==> src/rtl/dmem_pkg.sv <==
// Shared types for the data-memory controller: FSM states, access sizes and requester ids.
package dmem_pkg;

  typedef enum logic [1:0] {
    IDLE   = 2'd0,
    ACCESS = 2'd1,
    WRITE  = 2'd2,
    RESP   = 2'd3
  } state_t;

  localparam logic [1:0] SZ_B = 2'd0;
  localparam logic [1:0] SZ_H = 2'd1;
  localparam logic [1:0] SZ_W = 2'd2;
  localparam logic [1:0] SZ_D = 2'd3;

  typedef enum logic {
    PORT_CORE = 1'b0,
    PORT_DBG  = 1'b1
  } port_t;

endpackage

==> src/rtl/dmem_lane_unit.sv <==
// Combinational lane logic: alignment check, load extraction with sign/zero extension,
// and byte-lane merge of a sub-doubleword store into the word read from memory.
import dmem_pkg::*;

module dmem_lane_unit (
  input  logic [2:0]  lane,
  input  logic [1:0]  size,
  input  logic        is_unsigned,
  input  logic [63:0] wdata,
  input  logic [63:0] rdata,
  output logic        misaligned,
  output logic [63:0] load_data,
  output logic [63:0] merged
);

  function automatic logic [63:0] extend(input logic [63:0] v, input logic [1:0] sz,
                                         input logic uns);
    logic signed [7:0]  b;
    logic signed [15:0] h;
    logic signed [31:0] w;
    logic [63:0]        r;
    b = v[7:0];
    h = v[15:0];
    w = v[31:0];
    r = v;
    unique case (sz)
      SZ_B:    if (uns) r = 64'(v[7:0]);  else r = 64'(b);
      SZ_H:    if (uns) r = 64'(v[15:0]); else r = 64'(h);
      SZ_W:    if (uns) r = 64'(v[31:0]); else r = 64'(w);
      default: r = v;
    endcase
    return r;
  endfunction

  logic [7:0]  byte_en;
  logic [7:0]  byte_en_sh;
  logic [63:0] bit_mask;

  always_comb begin
    unique case (size)
      SZ_B:    misaligned = 1'b0;
      SZ_H:    misaligned = lane[0];
      SZ_W:    misaligned = |lane[1:0];
      default: misaligned = |lane;
    endcase
  end

  assign load_data = extend(rdata >> {lane, 3'b000}, size, is_unsigned);

  // Byte enables only make sense for aligned accesses, so the shift never wraps.
  always_comb begin
    unique case (size)
      SZ_B:    byte_en = 8'h01;
      SZ_H:    byte_en = 8'h03;
      SZ_W:    byte_en = 8'h0F;
      default: byte_en = 8'hFF;
    endcase
    byte_en_sh = byte_en << lane;
    bit_mask   = '0;
    for (int i = 0; i < 8; i++) begin
      bit_mask[8*i +: 8] = {8{byte_en_sh[i]}};
    end
  end

  assign merged = (rdata & ~bit_mask) | ((wdata << {lane, 3'b000}) & bit_mask);

endmodule

==> src/rtl/dmem_ctrl.sv <==
// Round-robin arbiter and access sequencer for the single-port 64-bit data memory.
// Define DMEM_CTRL_DEBUG_PORT_EN to enable the debug/loader port; otherwise it is inert.
import dmem_pkg::*;

module dmem_ctrl #(
  parameter int DATA_WIDTH = 64,
  parameter int ADDR_WIDTH = 10
) (
  input  logic                  clk,
  input  logic                  reset_n,
  input  logic                  c_req_valid,
  output logic                  c_req_ready,
  input  logic                  c_req_we,
  input  logic [ADDR_WIDTH+2:0] c_req_addr,
  input  logic [1:0]            c_req_size,
  input  logic                  c_req_unsigned,
  input  logic [DATA_WIDTH-1:0] c_req_wdata,
  output logic                  c_rsp_valid,
  output logic [DATA_WIDTH-1:0] c_rsp_rdata,
  output logic                  c_rsp_err,
  input  logic                  d_req_valid,
  output logic                  d_req_ready,
  input  logic                  d_req_we,
  input  logic [ADDR_WIDTH-1:0] d_req_addr,
  input  logic [DATA_WIDTH-1:0] d_req_wdata,
  output logic                  d_rsp_valid,
  output logic [DATA_WIDTH-1:0] d_rsp_rdata,
  output logic [ADDR_WIDTH-1:0] mem_addr,
  output logic [DATA_WIDTH-1:0] mem_write_data,
  output logic                  mem_write,
  output logic                  mem_read,
  input  logic [DATA_WIDTH-1:0] mem_read_data
);

`ifdef DMEM_CTRL_DEBUG_PORT_EN
  localparam logic DBG_EN = 1'b1;
`else
  localparam logic DBG_EN = 1'b0;
`endif

  state_t                  state;
  port_t                   port_q;
  port_t                   last_grant;
  logic [ADDR_WIDTH+2:0]   addr_q;
  logic [1:0]              size_q;
  logic                    we_q;
  logic                    uns_q;
  logic [DATA_WIDTH-1:0]   wdata_q;
  logic [DATA_WIDTH-1:0]   merged_q;
  logic                    c_rsp_valid_q, c_rsp_err_q, d_rsp_valid_q;
  logic [DATA_WIDTH-1:0]   c_rsp_rdata_q, d_rsp_rdata_q;

  logic                    idle, dbg_valid, grant_core, grant_dbg;
  logic                    misaligned, dw_store, in_access;
  logic [DATA_WIDTH-1:0]   load_data, merged;

  assign idle      = (state == IDLE);
  assign dbg_valid = d_req_valid & DBG_EN;

  // The port that was not granted last wins a tie.
  assign grant_core = idle && c_req_valid && !(dbg_valid && last_grant == PORT_CORE);
  assign grant_dbg  = idle && dbg_valid && !grant_core;

  assign c_req_ready = reset_n && idle && !(dbg_valid && last_grant == PORT_CORE);
  assign d_req_ready = DBG_EN && reset_n && idle && !(c_req_valid && last_grant == PORT_DBG);

  dmem_lane_unit u_lane (
    .lane        (addr_q[2:0]),
    .size        (size_q),
    .is_unsigned (uns_q),
    .wdata       (wdata_q),
    .rdata       (mem_read_data),
    .misaligned  (misaligned),
    .load_data   (load_data),
    .merged      (merged)
  );

  // Request capture; debug accesses are normalised to an aligned doubleword.
  always_ff @(posedge clk) begin
    if (grant_core) begin
      addr_q  <= c_req_addr;
      size_q  <= c_req_size;
      we_q    <= c_req_we;
      uns_q   <= c_req_unsigned;
      wdata_q <= c_req_wdata;
    end else if (grant_dbg) begin
      addr_q  <= {d_req_addr, 3'b000};
      size_q  <= SZ_D;
      we_q    <= d_req_we;
      uns_q   <= 1'b1;
      wdata_q <= d_req_wdata;
    end
    if (state == ACCESS) merged_q <= merged;
  end

  assign dw_store  = we_q && (size_q == SZ_D);
  assign in_access = (state == ACCESS);

  assign mem_read       = in_access && !misaligned && !dw_store;
  assign mem_write      = (in_access && !misaligned && dw_store) || (state == WRITE);
  assign mem_addr       = (in_access || state == WRITE) ? addr_q[ADDR_WIDTH+2:3] : '0;
  assign mem_write_data = (state == WRITE) ? merged_q : (mem_write ? wdata_q : '0);

  always_ff @(posedge clk or negedge reset_n) begin
    if (!reset_n) begin
      state         <= IDLE;
      port_q        <= PORT_CORE;
      last_grant    <= PORT_DBG;
      c_rsp_valid_q <= 1'b0;
      c_rsp_err_q   <= 1'b0;
      c_rsp_rdata_q <= '0;
      d_rsp_valid_q <= 1'b0;
      d_rsp_rdata_q <= '0;
    end else begin
      c_rsp_valid_q <= 1'b0;
      c_rsp_err_q   <= 1'b0;
      c_rsp_rdata_q <= '0;
      d_rsp_valid_q <= 1'b0;
      d_rsp_rdata_q <= '0;
      unique case (state)
        IDLE: begin
          if (grant_core) begin
            port_q     <= PORT_CORE;
            last_grant <= PORT_CORE;
            state      <= ACCESS;
          end else if (grant_dbg) begin
            port_q     <= PORT_DBG;
            last_grant <= PORT_DBG;
            state      <= ACCESS;
          end
        end
        ACCESS: begin
          if (misaligned || dw_store || !we_q) begin
            state <= RESP;
            if (port_q == PORT_CORE) begin
              c_rsp_valid_q <= 1'b1;
              c_rsp_err_q   <= misaligned;
              c_rsp_rdata_q <= (misaligned || we_q) ? '0 : load_data;
            end else begin
              d_rsp_valid_q <= 1'b1;
              d_rsp_rdata_q <= we_q ? '0 : load_data;
            end
          end else begin
            state <= WRITE;
          end
        end
        WRITE: begin
          state <= RESP;
          if (port_q == PORT_CORE) c_rsp_valid_q <= 1'b1;
          else                     d_rsp_valid_q <= 1'b1;
        end
        default: state <= IDLE;
      endcase
    end
  end

  assign c_rsp_valid = c_rsp_valid_q;
  assign c_rsp_err   = c_rsp_err_q;
  assign c_rsp_rdata = c_rsp_rdata_q;
  assign d_rsp_valid = d_rsp_valid_q & DBG_EN;
  assign d_rsp_rdata = DBG_EN ? d_rsp_rdata_q : '0;

endmodule

==> config.mk <==
export PLATFORM = sky130hd
export DESIGN_NAME = dmem_ctrl
export DESIGN_NICKNAME = d
export VERILOG_FILES = /design/src/rtl/dmem_pkg.sv /design/src/rtl/dmem_lane_unit.sv /design/src/rtl/dmem_ctrl.sv
export SDC_FILE = /design/constraint.sdc
export NUM_CORES = 1
export LEC_CHECK = 0
export ABC_AREA = 0
export BUFFER_PORTS_ARGS = -buffer_cell sky130_fd_sc_hd__buf_4
export CAP_MARGIN = 20
export CORE_ASPECT_RATIO = 1.4
export CORE_MARGIN = 2
export CORE_UTILIZATION = 42
export CTS_BUF_LIST = sky130_fd_sc_hd__clkbuf_4 sky130_fd_sc_hd__clkbuf_8 sky130_fd_sc_hd__clkbuf_16
export DETAILED_ROUTE_END_ITERATION = 8
export GPL_TIMING_DRIVEN = 0
export PLACE_DENSITY = 0.67
export SETUP_SLACK_MARGIN = 0.02
export SLEW_MARGIN = 10
export SYNTH_ARGS = -nofsm -noshare
export SYNTH_HDL_FRONTEND = slang
export SYNTH_SLANG_ARGS = --single-unit
==> constraint.sdc <==
create_clock -name clk -period 6.3 [get_ports clk]
set_clock_uncertainty 0.15 [all_clocks]
set_input_delay 0.315 -clock clk [delete_from_list [all_inputs] [get_ports clk]]
set_output_delay 0.315 -clock clk [all_outputs]
set_load 0.005 [all_outputs]
==> key figures <==
Worst setup path
  • Flop2flop setup slack: 3.48 ns
  • Critical path fanouts, max: 10
  • Worst reg2reg startpoint: addr_q[1]$_DFFE_PP_
  • WP data required: 5.83 ns
  • FF-to-FF End: merged_q[16]$_DFFE_PP_
  • CP Launch Type: flop
  • Slowest cell on crit path: clkbuf_1
  • CP max stage delay: 0.83 ns
  • Worst-path cell chain: inv_1, ha_1, clkbuf_1, clkbuf_1, mux2i_1, nor2_1, buf_4
  • Crit path kind: flop to output port
  • CP arrival: 3.54 ns
  • Register-to-Register Path Depth: 7
  • Most used cell along the critical path: clkbuf_1
  • Worst setup EP type: output port

Logic synthesis
  • Sequential area share after synthesis: 0.4846
  • Post-synthesis async set-or-reset flop share: 0.3192
  • Number of synthesized register bits: 213
  • Synth Flop Type: edfxtp_1
  • Post-Syn Area per Cell: 11.10 um2
  • Yosys top cell area share: 0.3485
  • Synthesized cell area: 12500 um2
  • Cell count after synthesis: 1126
  • Yosys cell types: 50
  • Largest family of logic cells by synthesized area: multiplexers
  • Largest cells by area after synthesis: edfxtp_1 35%, dfrtp_1 14%, mux2i_1 11%
  • Post-synth EDFFs: 145
  • Simple-Gate Fraction of Synth Area: 0.09542
  • XOR/XNOR Fraction of Synth Area: 0
  • Compound-Gate Fraction of Synth Area: 0.1075
  • Adder-Cell Fraction of Synth Area: 0.004005
  • Yosys warns: 0
  • Mux cell area share after synthesis: 0.2304
  • Dominant cell type by area after synthesis: edfxtp_1

Global routing
  • First-pass GRT wire length: 72.02 mm
  • Total Routing Usage GR: 0.3168
  • Initial antenna violation count: 1
  • Vias in the first global route: 11.15k
  • GRT overflow: 0
  • Largest net degree at the start of global routing: 70

Drt
  • DRT iter0 DRCs: 785
  • DR pass1 iterations: 7
  • Antenna-violating nets left: 0
  • DR vias/cell: 5.415
  • Top Metal Used: met4
  • DRC Markers: 0
  • Met2 wire length: 25.08 mm
  • Routed WL: 50.51 mm
  • WL per Instance: 25.05 um
  • M1 WL: 18.44 mm
  • Met3 wire len: 3.717 mm
  • Vias: 10.92k

STA
  • Final worst path period need: 4.008 ns
  • Slew Viols, Final: 0
  • Fin. Hold Viols: 0
  • Crit share post-route: 0.6362
  • Max_slew headroom: 0.3011
  • Maximum clock rate: 249.5 MHz
  • Endpoints failing setup: 0
  • Actual slew at the worst max-slew pin: 1.048 ns
  • Final hold slack: 0.02944 ns
  • RSZ-0062 raised after global routing: false
  • Final TNS setup: 0 ns

Final layout
  • Area Growth Syn to Fin: 38.48%
  • Most common cell after layout, fill and taps aside: buf_4
  • Fillers: 2519
  • Commonest cells after routing, fill and taps aside: 364 x buf_4, 145 x edfxtp_1, 143 x nor2_1, 141 x mux2i_1, 110 x dlygate4sd3_1
  • Share of layout cells above drive strength 1: 0.3519
  • Final net count: 1846
  • Footprint of the multi-input gates: 5728 um2
  • Storage cell area: 6056 um2

Power and ir drop
  • Clock power share: 0.217
  • Pint: 3.780 mW
  • Power Density: 348.4 nW/um2
  • Sequential Power Share: 0.339
  • Max VDD drop: 0.0002573 V
  • Switching Power: 2.248 mW
  • Switching Share: 0.3729
  • Combinational Power Share: 0.444
  • Overall power: 6.028 mW
  • Leakage: 7.643 nW

Floorplanning
  • Top Ports: 433
  • Core Region: 29260 um2
  • Initial Util: 0.4271
  • Die H: 208.1 um
  • Die area: 31170 um2
  • Chip width: 149.8 um
  • Rows: 74

Clocking
  • CTS sink cnt: 213
  • H-tree levels: 1
  • CTS tree: yes
  • Clk root buf: clkbuf_16
  • Reg clk slew, reported paths: 0.06 ns
  • Post-CTS setup buffer count: 0
  • Clock buffer count from CTS: 22
  • Clk_lat worst skew: 0.53 ns
  • Clock Tree Buf Depth: 3

Min path
  • Min-Delay Path Class: primary input to flop
  • Hold Crit Depth: 2
  • Hold Crit Start: mem_read_data[25]
  • Hold worst-path end: merged_q[25]$_DFFE_PP_

Placement
  • DPL Wire Length: 38.36 mm
  • Gpl congestion: 0.9831
  • IO Port Bufs: 290

Run status
  • Status: finished, final reports clean

Run
  • Maxcap violations: 0
[cell usage after synthesis (2+ instances only)]
library cell and instances:
or3_1 2, a22o_1 8, o21ai_0 44, mux2_2 85, nor2_2 12, nor3b_1 3
nor2_1 143, inv_1 10, mux2i_1 141, buf_2 23, o22ai_2 2, dfrtp_1 68
o221ai_1 2, a31oi_1 2, buf_1 9, o31ai_1 2, and2_1 13, nor2b_1 4
o211ai_1 9, buf_6 8, a211oi_1 8, nand2b_1 3, clkbuf_1 39, mux4_2 22
edfxtp_1 145, nand3_1 2, nand2_1 94, a21oi_1 93, nor3_1 2, a21o_1 2
o21ai_2 2, buf_4 73, a2bb2oi_1 8, o21a_1 2, o22ai_1 3, or2_2 2
a21bo_2 7, o2bb2ai_1 14, ha_1 4
[power groups by stage]
| stage | logic (mW) | clock network [mW] | registers [mW] |
|---|---|---|---|
| after global routing | 2.84 | 1.37 | 2.06 |
| final | 2.68 | 1.31 | 2.04 |
| after floorplan | 1.48 | 0 | 2.00 |
| after CTS | 2.63 | 1.32 | 2.04 |
| after detailed placement | 2.56 | 0 | 2.06 |
| after global placement | 2.51 | 0 | 2.09 |
[routing by layer]
layer	global-route usage	vias to the layer above
met4	0.1854	0
met3	0.04671	132
met1	0.3719	5252
met2	0.5456	615
li1	-	4918
met5	0	-
[worst max path at each step]
stage / from / end / slack [ns] / cells past startpoint
after global routing: state[0]$_DFFE_PN0P_ / mem_write_data[30] / 2.20 / 7
after detailed placement: size_q[0]$_DFFE_PP_ / mem_write_data[31] / 2.97 / 7
after global placement: state[1]$_DFFE_PN0P_ / mem_write_data[15] / 1.28 / 7
after CTS: state[0]$_DFFE_PN0P_ / mem_write_data[30] / 2.38 / 7
final: state[0]$_DFFE_PN0P_ / mem_write_data[30] / 2.29 / 7
after floorplan: state[1]$_DFFE_PN0P_ / c_rsp_rdata[32]$_DFF_PN0_ / 2.57 / 9
[flip-flops by register name (all words and copies together), names as in the netlist]
register	count
c_rsp_rdata	64
wdata_q	64
addr_q	13
state	2
merged_q	64
we_q	1
c_rsp_err	1
c_rsp_valid	1
uns_q	1
size_q	2
[layout make-up]
class                   instances  area share
diodes                          2   0.0002892
plain buffers                 152     0.05394
clock buffers                  34     0.03984
clock inverters                 6    0.002242
inverters                      10    0.002169
multi-input cells             816      0.3310
flip-flops and latches        213      0.3500
well taps                     380     0.02748
repair buffers                403      0.1931
[logic make-up (layout without fill, tap and decap cells)]
| logic type | count (synthesis) | after routing |
|---|---|---|
| and+or+nand+nor | 282 | 282 |
| muxes | 249 | 249 |
| AOI/OAI and AO/OA | 215 | 215 |
| DFF | 213 | 213 |
| buffers and inverters | 162 | 605 |
| adders and majority gates | 4 | 4 |
| other | 1 | 68 |
[metrics by stage]
step                        util  area, um2  setup WS, ns  std cells
after floorplan                -      12740         2.574       1191
after global placement    0.5261      15390         1.280       1861
after detailed placement  0.5285      15460         2.971       1863
after CTS                 0.5910      17290         2.381       2013
after global routing      0.5913      17300         2.205       2015
final                     0.5914      17300         2.292       2016
[timing repair]
item	CTS	global route
endpoints found under the hold margin	178	0
hold buffers	110	0
endpoints found under the setup margin	0	0
gates resized for setup	0	0
[worst max-delay path: cells and delay by family (launching register included)]
family / cells / cell delay [ns]
fa+ha+maj: 1 / 0.21
buf+inv: 4 / 1.86
flops: 1 / 0.44
mux: 1 / 0.42
simple gates: 1 / 0.09
(Power assumes the default switching activity.)
